--- src/rtl/stream_frame_arbiter.sv ---
// stream_frame_arbiter
// Frame-aligned round-robin arbiter that merges NUM_SRC AXI4-Stream sources of
// packed complex sample vectors into one registered output stream. A grant is
// held for a whole frame so frames from different sources never interleave, and
// the granted source index travels with each beat on m_axis_tuser.
//
// Optional feature macro: STREAM_FRAME_ARB_LEN_CHECK_EN
//   defined   : frame length comes from a beat counter, m_axis_tlast is generated
//               from that count, and frame_err pulses when a source's tlast
//               disagrees with the count.
//   undefined : frame ends on the granted source's tlast, which is passed through;
//               no beat counter, frame_err is held at 0.

module stream_frame_arbiter #(
    parameter int NUM_SRC      = 2,
    parameter int WIDTH        = 16,
    parameter int SAMP_PER_CLK = 4,
    parameter int FFT_LEN      = 16,
    localparam int DW          = SAMP_PER_CLK * 2 * WIDTH,
    localparam int IW          = ($clog2(NUM_SRC) > 1) ? $clog2(NUM_SRC) : 1
) (
    input  logic                  clk,
    input  logic                  rst,
    input  logic [NUM_SRC*DW-1:0] s_axis_tdata,
    input  logic [NUM_SRC-1:0]    s_axis_tvalid,
    input  logic [NUM_SRC-1:0]    s_axis_tlast,
    output logic [NUM_SRC-1:0]    s_axis_tready,
    output logic [DW-1:0]         m_axis_tdata,
    output logic                  m_axis_tvalid,
    output logic                  m_axis_tlast,
    output logic [IW-1:0]         m_axis_tuser,
    input  logic                  m_axis_tready,
    output logic                  frame_err
);

    typedef enum logic {
        IDLE,
        BUSY
    } state_t;

    state_t        state;
    logic [IW-1:0] grant;
    logic [IW-1:0] ptr;
    logic          out_ready;
    logic          accept;
    logic          eof;
    logic          sel_found;
    logic [IW-1:0] sel_idx;

`ifdef STREAM_FRAME_ARB_LEN_CHECK_EN
    localparam int BEATS = FFT_LEN / SAMP_PER_CLK;
    localparam int CW    = ($clog2(BEATS) > 1) ? $clog2(BEATS) : 1;

    logic [CW-1:0] beat_cnt;
    logic          cnt_last;

    assign cnt_last = (beat_cnt == CW'(BEATS - 1));
    assign eof      = cnt_last;
`else
    assign eof      = s_axis_tlast[grant];
`endif

    // Catch illegal configurations when the design is elaborated.
    if (NUM_SRC < 2 || NUM_SRC > 8) begin : g_bad_num_src
        $error("stream_frame_arbiter: NUM_SRC must be in 2..8");
    end
    if (FFT_LEN < SAMP_PER_CLK || (FFT_LEN % SAMP_PER_CLK) != 0) begin : g_bad_fft_len
        $error("stream_frame_arbiter: FFT_LEN must be a multiple of SAMP_PER_CLK");
    end

    // Index k steps away from base, wrapped into 0..NUM_SRC-1.
    function automatic logic [IW-1:0] wrap_add(input logic [IW-1:0] base, input int k);
        int s;
        s = int'(base) + k;
        if (s >= NUM_SRC) begin
            s = s - NUM_SRC;
        end
        return IW'(s);
    endfunction

    // The output register can take a new beat when it is empty or being drained.
    assign out_ready = !m_axis_tvalid || m_axis_tready;
    assign accept    = (state == BUSY) && s_axis_tvalid[grant] && out_ready;

    // Round-robin scan: first valid source at or after ptr.
    always_comb begin
        sel_found = 1'b0;
        sel_idx   = '0;
        for (int k = 0; k < NUM_SRC; k++) begin
            if (!sel_found && s_axis_tvalid[wrap_add(ptr, k)]) begin
                sel_found = 1'b1;
                sel_idx   = wrap_add(ptr, k);
            end
        end
    end

    // Only the granted source sees ready, and only while a frame is in progress.
    always_comb begin
        s_axis_tready = '0;
        if (!rst && state == BUSY && out_ready) begin
            s_axis_tready[grant] = 1'b1;
        end
    end

    // Arbitration FSM together with the registered output stage.
    always_ff @(posedge clk) begin
        if (rst) begin
            state         <= IDLE;
            grant         <= '0;
            ptr           <= '0;
            m_axis_tdata  <= '0;
            m_axis_tvalid <= 1'b0;
            m_axis_tlast  <= 1'b0;
            m_axis_tuser  <= '0;
            frame_err     <= 1'b0;
`ifdef STREAM_FRAME_ARB_LEN_CHECK_EN
            beat_cnt      <= '0;
`endif
        end else begin
            frame_err <= 1'b0;

            if (accept) begin
                m_axis_tdata  <= s_axis_tdata[grant*DW +: DW];
                m_axis_tuser  <= grant;
                m_axis_tlast  <= eof;
                m_axis_tvalid <= 1'b1;
            end else if (m_axis_tready) begin
                m_axis_tvalid <= 1'b0;
            end

            case (state)
                IDLE: begin
                    if (sel_found) begin
                        grant <= sel_idx;
                        state <= BUSY;
                    end
                end
                BUSY: begin
                    if (accept) begin
`ifdef STREAM_FRAME_ARB_LEN_CHECK_EN
                        beat_cnt  <= cnt_last ? '0 : beat_cnt + 1'b1;
                        frame_err <= (s_axis_tlast[grant] != cnt_last);
`endif
                        if (eof) begin
                            state <= IDLE;
                            ptr   <= (grant == IW'(NUM_SRC - 1)) ? '0 : grant + 1'b1;
                        end
                    end
                end
                default: state <= IDLE;
            endcase
        end
    end

endmodule

--- config.mk ---
export PLATFORM = sky130hd
export DESIGN_NAME = stream_frame_arbiter
export DESIGN_NICKNAME = d
export VERILOG_FILES = /design/src/rtl/stream_frame_arbiter.sv
export SDC_FILE = /design/constraint.sdc
export NUM_CORES = 1
export LEC_CHECK = 0
export CORE_AREA = 2 2 153 155
export DETAILED_ROUTE_END_ITERATION = 7
export DIE_AREA = 0 0 155 157
export PLACE_DENSITY = 0.68
export SETUP_SLACK_MARGIN = 0.02
export SYNTH_ARGS = -nofsm -noshare
export SYNTH_HDL_FRONTEND = slang
export SYNTH_SLANG_ARGS = --single-unit
--- constraint.sdc ---
create_clock -name clk -period 3.2 [get_ports clk]
set_input_delay 0.64 -clock clk [delete_from_list [all_inputs] [get_ports clk]]
set_output_delay 0.64 -clock clk [all_outputs]
set_load 0.05 [all_outputs]
; ---- After elaboration in Yosys (flattened, before gate mapping)
; Cells that the tools add are included.
[classes]
n_addsub = 4
n_mul = 0
n_div = 0
n_lt_le_gt_ge = 6
eq_ne = 0
shift = 1
n_mux = 24
n_bitwise = 1
n_reduce_logical = 13
[op_table]
columns = operator, count
row1 = variable part select 256 x 9 -> 128 bit, 1
row2 = 2-to-1 mux 1 bit, 21
row3 = logical AND 1 bit, 6
row4 = less-than comparator 1 x 2 -> 1 bit (second input constant), 3
row5 = zero test 1 bit, 3
row6 = AND reduction 3 bit, 1
row7 = adder 1 x 1 -> 2 bit (second input constant), 1
row8 = greater-or-equal comparator 1 x 2 -> 1 bit (second input constant), 1
row9 = greater-or-equal comparator 2 bit (second input constant), 1
row10 = 2-to-1 mux 2 bit, 1
row11 = case mux 1 bit (2 select lines), 1
row12 = AND reduction 2 bit, 1
row13 = nonzero test 2 bit, 1
row14 = subtractor 1 bit (second input constant), 2
row15 = adder 1 bit (second input constant), 1
row16 = demux 1 bit (select 1 bit), 1
row17 = greater-or-equal comparator 1 bit (second input constant), 1
row18 = logical OR 1 bit, 1
row19 = NOT 1 bit, 1
[word_totals]
ff_bits = 134
latch_bits = 0
ramBits = 0
rom_bits = 0
in_bits = 263
elab_cells = 56
memories = 0

; ---- Longest topological paths before layout
; Gate-level depths: netlist of run 1.
[logic_depth]
ltp_word = 10
ltp_mapped = 6
mapped_depth_nobuf = 3

; ---- Least setup slack after synthesis of run 1
; No wires, ideal clock.
[synth_path]
path_kind = input to output
from = input m_axis_tready
to = output s_axis_tready[1]
t_arrival_ns = 2.475
required_ns = 2.560
slack_ns = 0.085
stages = 6
cell_sequence = nand2b_1 -> clkbuf_1 -> buf_2 -> buf_2 -> nand2_1 -> nor3b_1
[synth_via]
elab_chain_cells = 3
[synth_lines]
columns = element, line
row1 = from (decl), 32  ; input logic m_axis_tready,
row2 = logical OR 1 bit, 82  ; assign out_ready = !m_axis_tvalid || m_axis_tready;
row3 = logical AND 1 bit, 100  ; if (!rst && state == BUSY && out_ready) begin
row4 = 2-to-1 mux 2 bit, 100
row5 = to (decl), 27  ; output logic [NUM_SRC-1:0] s_axis_tready,
; No other way between the ends.

; ---- Worst setup path after layout of run 1
; Ends and elaborated chain as after synthesis.

==> metrics, run 1 <==
HPWL after DPL=17100 um; crit share post-route=80.6%; Top Layer Used=met4; Die X=155 um; Final Total Pwr=between 5 and 6 mW; Post-CTS Resized=0; area of the multi-input gates=0.00380 mm^2; mean number of vias per cell=5.22; mean routed wirelength per cell=about 19 um; Net Count, Synth=901; Mean Syn Cell Area=10.9 um^2; CTS tree=done; cells along the critical path=clkdlybuf4s50_1 -> nand2b_4 -> nand2_1 -> nor3b_1 -> buf_12; most frequent cells in the layout=clkdlybuf4s50_1 (392), dfxtp_1 (132), a31oi_1 (129), mux2i_1 (128), a211oi_2 (109); initial core utilization=31.0%; most common cell after layout, fill and taps aside=clkdlybuf4s50_1; Post-Route WL=24600 um; CTS Buf Count=17; Crit Path Max Fanout=2; H-tree levels=4; Mapped Cells=around 640; Mapped Area=0.00698 mm^2; worst setup margin=a little over 600 ps; Setup crit start kind=primary input; Power Density=496 mW/mm^2; internal power=3.85 mW; initial antenna violation count=0; Clock Skew=10.6 ps; Die Ht=157 um; worst min-delay path category=register to register; total gr overflow=0; DRT met1 WL=10300 um; clk slew on worst S/H paths=60 ps; Top Family by Delay on Critical Path=buffers and inverters; register share of total power=about 33%; Setup Fix Bufs, Post-CTS=0; area post-placement=0.0110 mm^2; Storage cell area=between 0.002 and 0.003 mm^2; slowest CP cell=clkdlybuf4s50_1; diodes inserted=0; Worst VDD drop=~0.28 mV; post-route design area=0.0116 mm^2; Rows=55; status=finished, final reports clean; leakage=3.73 nW; CP arrival=1940 ps; synthesis warning total=0; vias in the first global route=6677; IO buf count=slightly below 400; Hold Vio Cnt, Final=0; 1st-pass router iterations=4; layout cells sized above 1=16.4%; crit path capture type=primary output; GRT Total Usage=19.3%; reg2reg setup slack=roughly 1300 ps; number of max-cap violations=0; Clk Latency, worst-skew pair=410 ps; clk root buf=clkbuf_16; worst rel slew slack=47.6%; Net Switching=approximately 1.9 mW; global-route wire length before repair=37300 um; I/O pin total=397; Area growth, synth to finish=66.4%; Clock power frac=34.8%; kind of critical path=primary input to primary output; DR vias=around 6.6k; wire length on met3=1600 um; sequential share of the synthesized area=38.4%; Sum Neg Setup Slack=0 ps; post-synthesis register bit count=134; Sw Share=33.2%; cell total after placement=about 1.2k; largest net degree at the start of global routing=between 100 and 150; post-layout net count=1238; RSZ-0062 raised after global routing=no; Max Buffers Root-to-Sink=2; DRC errors left=0; # setup viols final=0; die footprint=0.0243 mm^2; # fillers=2089; hold buffer count at cts=0; Slew @ Worst Pin=787 ps; pre-CTS setup slack=between 500 and 600 ps; Iter 0 DRT Violations=280; non-filler cells, final=1272; core area=0.0225 mm^2; Routability Congestion=0.767; Yosys cell types=31; Num Clock Sinks=134; Max Fclk=388 MHz; met2 wire length=~12000 um; Bufs and invs on worst path=2; max incr delay on CP=490 ps; crit path time final=2580 ps; Comb pwr share=between 30% and 40%; Post-DRT Antenna Nets=0; Slew Viols, Final=0; Req. time, crit path=about 2600 ps
## layout make-up
class / instances / area share [%]
clock buffer: 19 / 3.81
clock inverter: 12 / 1.34
inverter: 3 / 0.0970
multi-input combinational: 412 / 32.7
sequential: 134 / 23.2
tap: 285 / 3.07
timing repair buffer: 407 / 35.8
## power groups by stage
stage          registers (mW)  clock network [mW]  logic (mW)
2_1_floorplan            2.40                   0       0.661
6_report                 1.89                2.01        1.86
4_1_cts                  1.89                2.06        1.88
3_3_place_gp             1.92                   0        1.86
5_1_grt                  1.91                2.12        1.96
3_5_place_dp             1.93                   0        1.87
## sequential cells by signal, summed over array words and instances, names as in the netlist
signal         count
m_axis_tlast       1
m_axis_tvalid      1
ptr                1
state              1
m_axis_tuser       1
grant              1
m_axis_tdata     128
## stage by stage
step           hold WS, ps  utilization, %
6_report               474            51.6
5_1_grt                505            51.6
4_1_cts                480            51.6
3_5_place_dp           472            48.9
3_3_place_gp           465            48.9
2_1_floorplan          523               -
## per-layer routing
| layer | GRT usage [%] | up-vias |
|---|---|---|
| met5 | 0 | - |
| li1 | - | 3199 |
| met1 | 23.3 | 3164 |
| met2 | 33.6 | 246 |
| met3 | 4.82 | 31 |
| met4 | 6.61 | 0 |
## Yosys cell counts
master / n / area share [%]
buf_1: 3 / 0.16
conb_1: 1 / 0.054
o21ai_1: 1 / 0.072
dfxtp_1: 134 / 38
mux2_2: 1 / 0.16
nor3_4: 1 / 0.23
o41ai_1: 1 / 0.13
a2bb2oi_1: 1 / 0.13
o31ai_1: 1 / 0.11
inv_2: 1 / 0.054
buf_2: 34 / 2.4
a21oi_1: 3 / 0.22
nand2_1: 2 / 0.11
a31oi_1: 129 / 12
a211oi_1: 20 / 2.2
clkbuf_1: 26 / 1.4
mux2i_4: 1 / 0.32
a211oi_2: 109 / 20
inv_1: 2 / 0.11
nor4_1: 2 / 0.18
buf_4: 22 / 2.4
nor3_1: 3 / 0.22
o211ai_1: 1 / 0.11
nand4_1: 1 / 0.090
nor2b_1: 2 / 0.18
nand2b_1: 1 / 0.090
nor3b_1: 1 / 0.11
buf_6: 4 / 0.65
nor2_1: 1 / 0.054
mux2i_1: 128 / 18
mux2_4: 1 / 0.22
## worst paths after layout
kind	from	to	cells after the start
max	m_axis_tready	s_axis_tready[1]	5
min	m_axis_tuser$_SDFFE_PP0P_	m_axis_tuser$_SDFFE_PP0P_	2
max reg2reg	grant$_SDFFE_PP0P_	m_axis_tdata[50]$_SDFFE_PP0P_	3
min reg2reg	m_axis_tuser$_SDFFE_PP0P_	m_axis_tuser$_SDFFE_PP0P_	2
## worst reg2reg max path: cells and delay by family (launching register included)
kind	cells	cell delay, ps
buffers and inverters	1	590
multiplexers	1	460
flip-flops	1	630
AO/OA/AOI/OAI	1	120
## cells by family after synthesis
| kind of cell | count (synthesis) | synth area share (%) |
|---|---|---|
| AO/OA/AOI/OAI | 266 | 34.0 |
| flip-flops | 134 | 38.4 |
| multiplexers | 131 | 19.1 |
| buffers and inverters | 92 | 7.17 |
| AND/OR/NAND/NOR | 14 | 1.26 |
| other | 1 | 0.0537 |
Power figures use the tool's default switching activity.
==> run 2: changes to the inputs <==
--- a/config.mk
+++ b/config.mk
@@ -8,7 +8,7 @@
 export CORE_AREA = 2 2 153 155
 export DETAILED_ROUTE_END_ITERATION = 7
 export DIE_AREA = 0 0 155 157
-export PLACE_DENSITY = 0.68
+export PLACE_DENSITY = 0.71
 export SETUP_SLACK_MARGIN = 0.02
 export SYNTH_ARGS = -nofsm -noshare
 export SYNTH_HDL_FRONTEND = slang
==> constraint.sdc (replaced) <==
create_clock -name clk -period 2.1 [get_ports clk]
set_input_delay 0.42 -clock clk [delete_from_list [all_inputs] [get_ports clk]]
set_output_delay 0.42 -clock clk [all_outputs]
set_load 0.05 [all_outputs]
==> run 2 against run 1 <==
Clock-buffer cell count increased by 1. Critical path type is now register to primary output. Largest cell class unchanged. Clock power increased by 59%. Combinational power increased by 56%. First-iteration DRC count increased by 10%. Sequential cell count unchanged. Critical endpoint is now m_axis_tdata[73].
==> metrics, run 2 (same netlist as run 1, synthesis figures left out) <==
status=finished, final reports clean; Slew @ Worst Pin=768 ps (-18.7 ps); crit path time final=2030 ps; vias in the first global route=6666 (-0.16%); total gr overflow=0 (unchanged); Num Clock Sinks=134 (unchanged); CTS tree=done; Bufs and invs on worst path=1 (-1); crit path capture type=primary output; Max Fclk=492 MHz; kind of critical path=register to primary output; Die X=155 um (unchanged); Req. time, crit path=1680 ps (-880 ps); clk slew on worst S/H paths=60 ps (about the same); Post-DRT Antenna Nets=0 (unchanged); diodes inserted=0 (unchanged); worst rel slew slack=48.8% (+1.2 points); worst setup margin=67.1 ps (-552 ps); final hold slack=319 ps (-155 ps); max incr delay on CP=850 ps (+360 ps); most frequent cells in the layout=clkdlybuf4s50_1 (390), dfxtp_1 (131), a31oi_1 (129), mux2i_1 (128), a211oi_2 (109); IO buf count=395 (unchanged); Clock Skew=6.47 ps (-4.13 ps); RSZ-0062 raised after global routing=no; die footprint=0.0243 mm^2 (unchanged); Routability Congestion=0.775 (+1.0%); hold buffer count at cts=0 (unchanged); CP arrival=1610 ps (-330 ps); Setup Fix Bufs, Post-CTS=0 (unchanged); core area=0.0225 mm^2 (unchanged); initial antenna violation count=0 (unchanged); DRC errors left=0 (unchanged); Post-CTS Resized=3 (+3); Crit Path Max Fanout=2 (unchanged); Power Density=756 mW/mm^2 (+52%); Worst VDD drop=0.456 mV (+64%); cells along the critical path=clkdlybuf4s50_1; mean number of vias per cell=5.17 (-0.91%); HPWL after DPL=17700 um (+3.4%); DR vias=6678 (+0.57%); 1st-pass router iterations=4 (unchanged); mean routed wirelength per cell=18.8 um (-2.8%); CTS Buf Count=17 (unchanged); cell total after placement=1260 (+1.5%); Iter 0 DRT Violations=308 (+10%); Largest register FFs=128 (unchanged); slowest CP cell=clkdlybuf4s50_1; most common cell after layout, fill and taps aside=clkdlybuf4s50_1; Setup crit start kind=register; Sum Neg Setup Slack=0 ps (unchanged); clk root buf=clkbuf_16; Rows=55 (unchanged); Area growth, synth to finish=70.4%; Biggest register=m_axis_tdata; pre-CTS setup slack=-91.1 ps (-683 ps); initial core utilization=31.0% (unchanged); crit share post-route=96.8%; Die Ht=157 um (unchanged); Clk Latency, worst-skew pair=400 ps (about the same); worst min-delay path category=primary input to register; post-layout net count=1257 (+1.5%); Slew Viols, Final=0 (unchanged); leakage=3.88 nW (+4.0%); Max Buffers Root-to-Sink=2 (unchanged); number of max-cap violations=0 (unchanged); GRT Total Usage=19.1% (-0.25 points); global-route wire length before repair=36900 um (-1.1%); H-tree levels=4 (unchanged); non-filler cells, final=1291 (+1.5%); largest net degree at the start of global routing=71 (-46%); layout cells sized above 1=18.4% (+2.0 points); # setup viols final=0 (unchanged); Post-Route WL=24300 um (-1.3%); Top Family by Delay on Critical Path=buffers and inverters; Hold Vio Cnt, Final=0 (unchanged); I/O pin total=397 (unchanged)
## run 2: cell count changes in the layout (fill, tap and decap cells not counted), sizes merged
cell / previous run / this run
clkbuf: 19 / 20
inv: 3 / 4
clkdlybuf4s50: 392 / 390
bufinv: 3 / 4
buf: 15 / 35
clkinv: 7 / 5
dlygate4sd2: 0 / 1
clkinvlp: 2 / 1
## run 2: per-layer routing
layer / track usage [%] / vias up / part of all wire, %
met2: 34.4 / 245 / 50
met4: 5.60 / 0 / 1.8
li1: - / 3240 / -
met3: 5.15 / 25 / 6.8
met1: 22.1 / 3168 / 41
met5: 0 / - / 0
## run 2: layout make-up
| type | count | area (um^2) |
|---|---|---|
| well taps | 285 | 357 |
| repair buffers | 426 | 4370 |
| flip-flops and latches | 134 | 2690 |
| inverters | 3 | 11.3 |
| fillers | 2030 | 10600 |
| multi-input cells | 412 | 3830 |
| clock buffers | 20 | 458 |
| clock inverters | 11 | 173 |
## run 2: path summary, 6_finish.rpt
kind | end | cells after the start | slack [ps] | start
worst min register to register | m_axis_tuser$_SDFFE_PP0P_ | 2 | 490 | m_axis_tuser$_SDFFE_PP0P_
worst max register to register | m_axis_tdata[48]$_SDFFE_PP0P_ | 3 | 480 | grant$_SDFFE_PP0P_
worst min-delay path | m_axis_tdata[25]$_SDFFE_PP0P_ | 2 | 320 | rst
worst max-delay path | m_axis_tdata[73] | 1 | 70 | m_axis_tdata[73]$_SDFFE_PP0P_
## run 2: power breakdown
part	leakage, nW	internal, mW	switching (mW)
registers	1.10	2.76	0.118
logic	2.47	1.26	1.65
clock network	0.306	2.06	1.14
total	3.88	6.08	2.90
## run 2: metrics by stage
step | total power [mW] | cell area [um^2] | utilization (%)
finish | 8.98 | 11900 | 52.8
global route | 9.37 | 11900 | 52.8
CTS | 9.09 | 11900 | 52.8
detailed placement | 5.85 | 11300 | 50.0
global placement | 5.82 | 11300 | 50.0
floorplan | 4.67 | 7000 | -
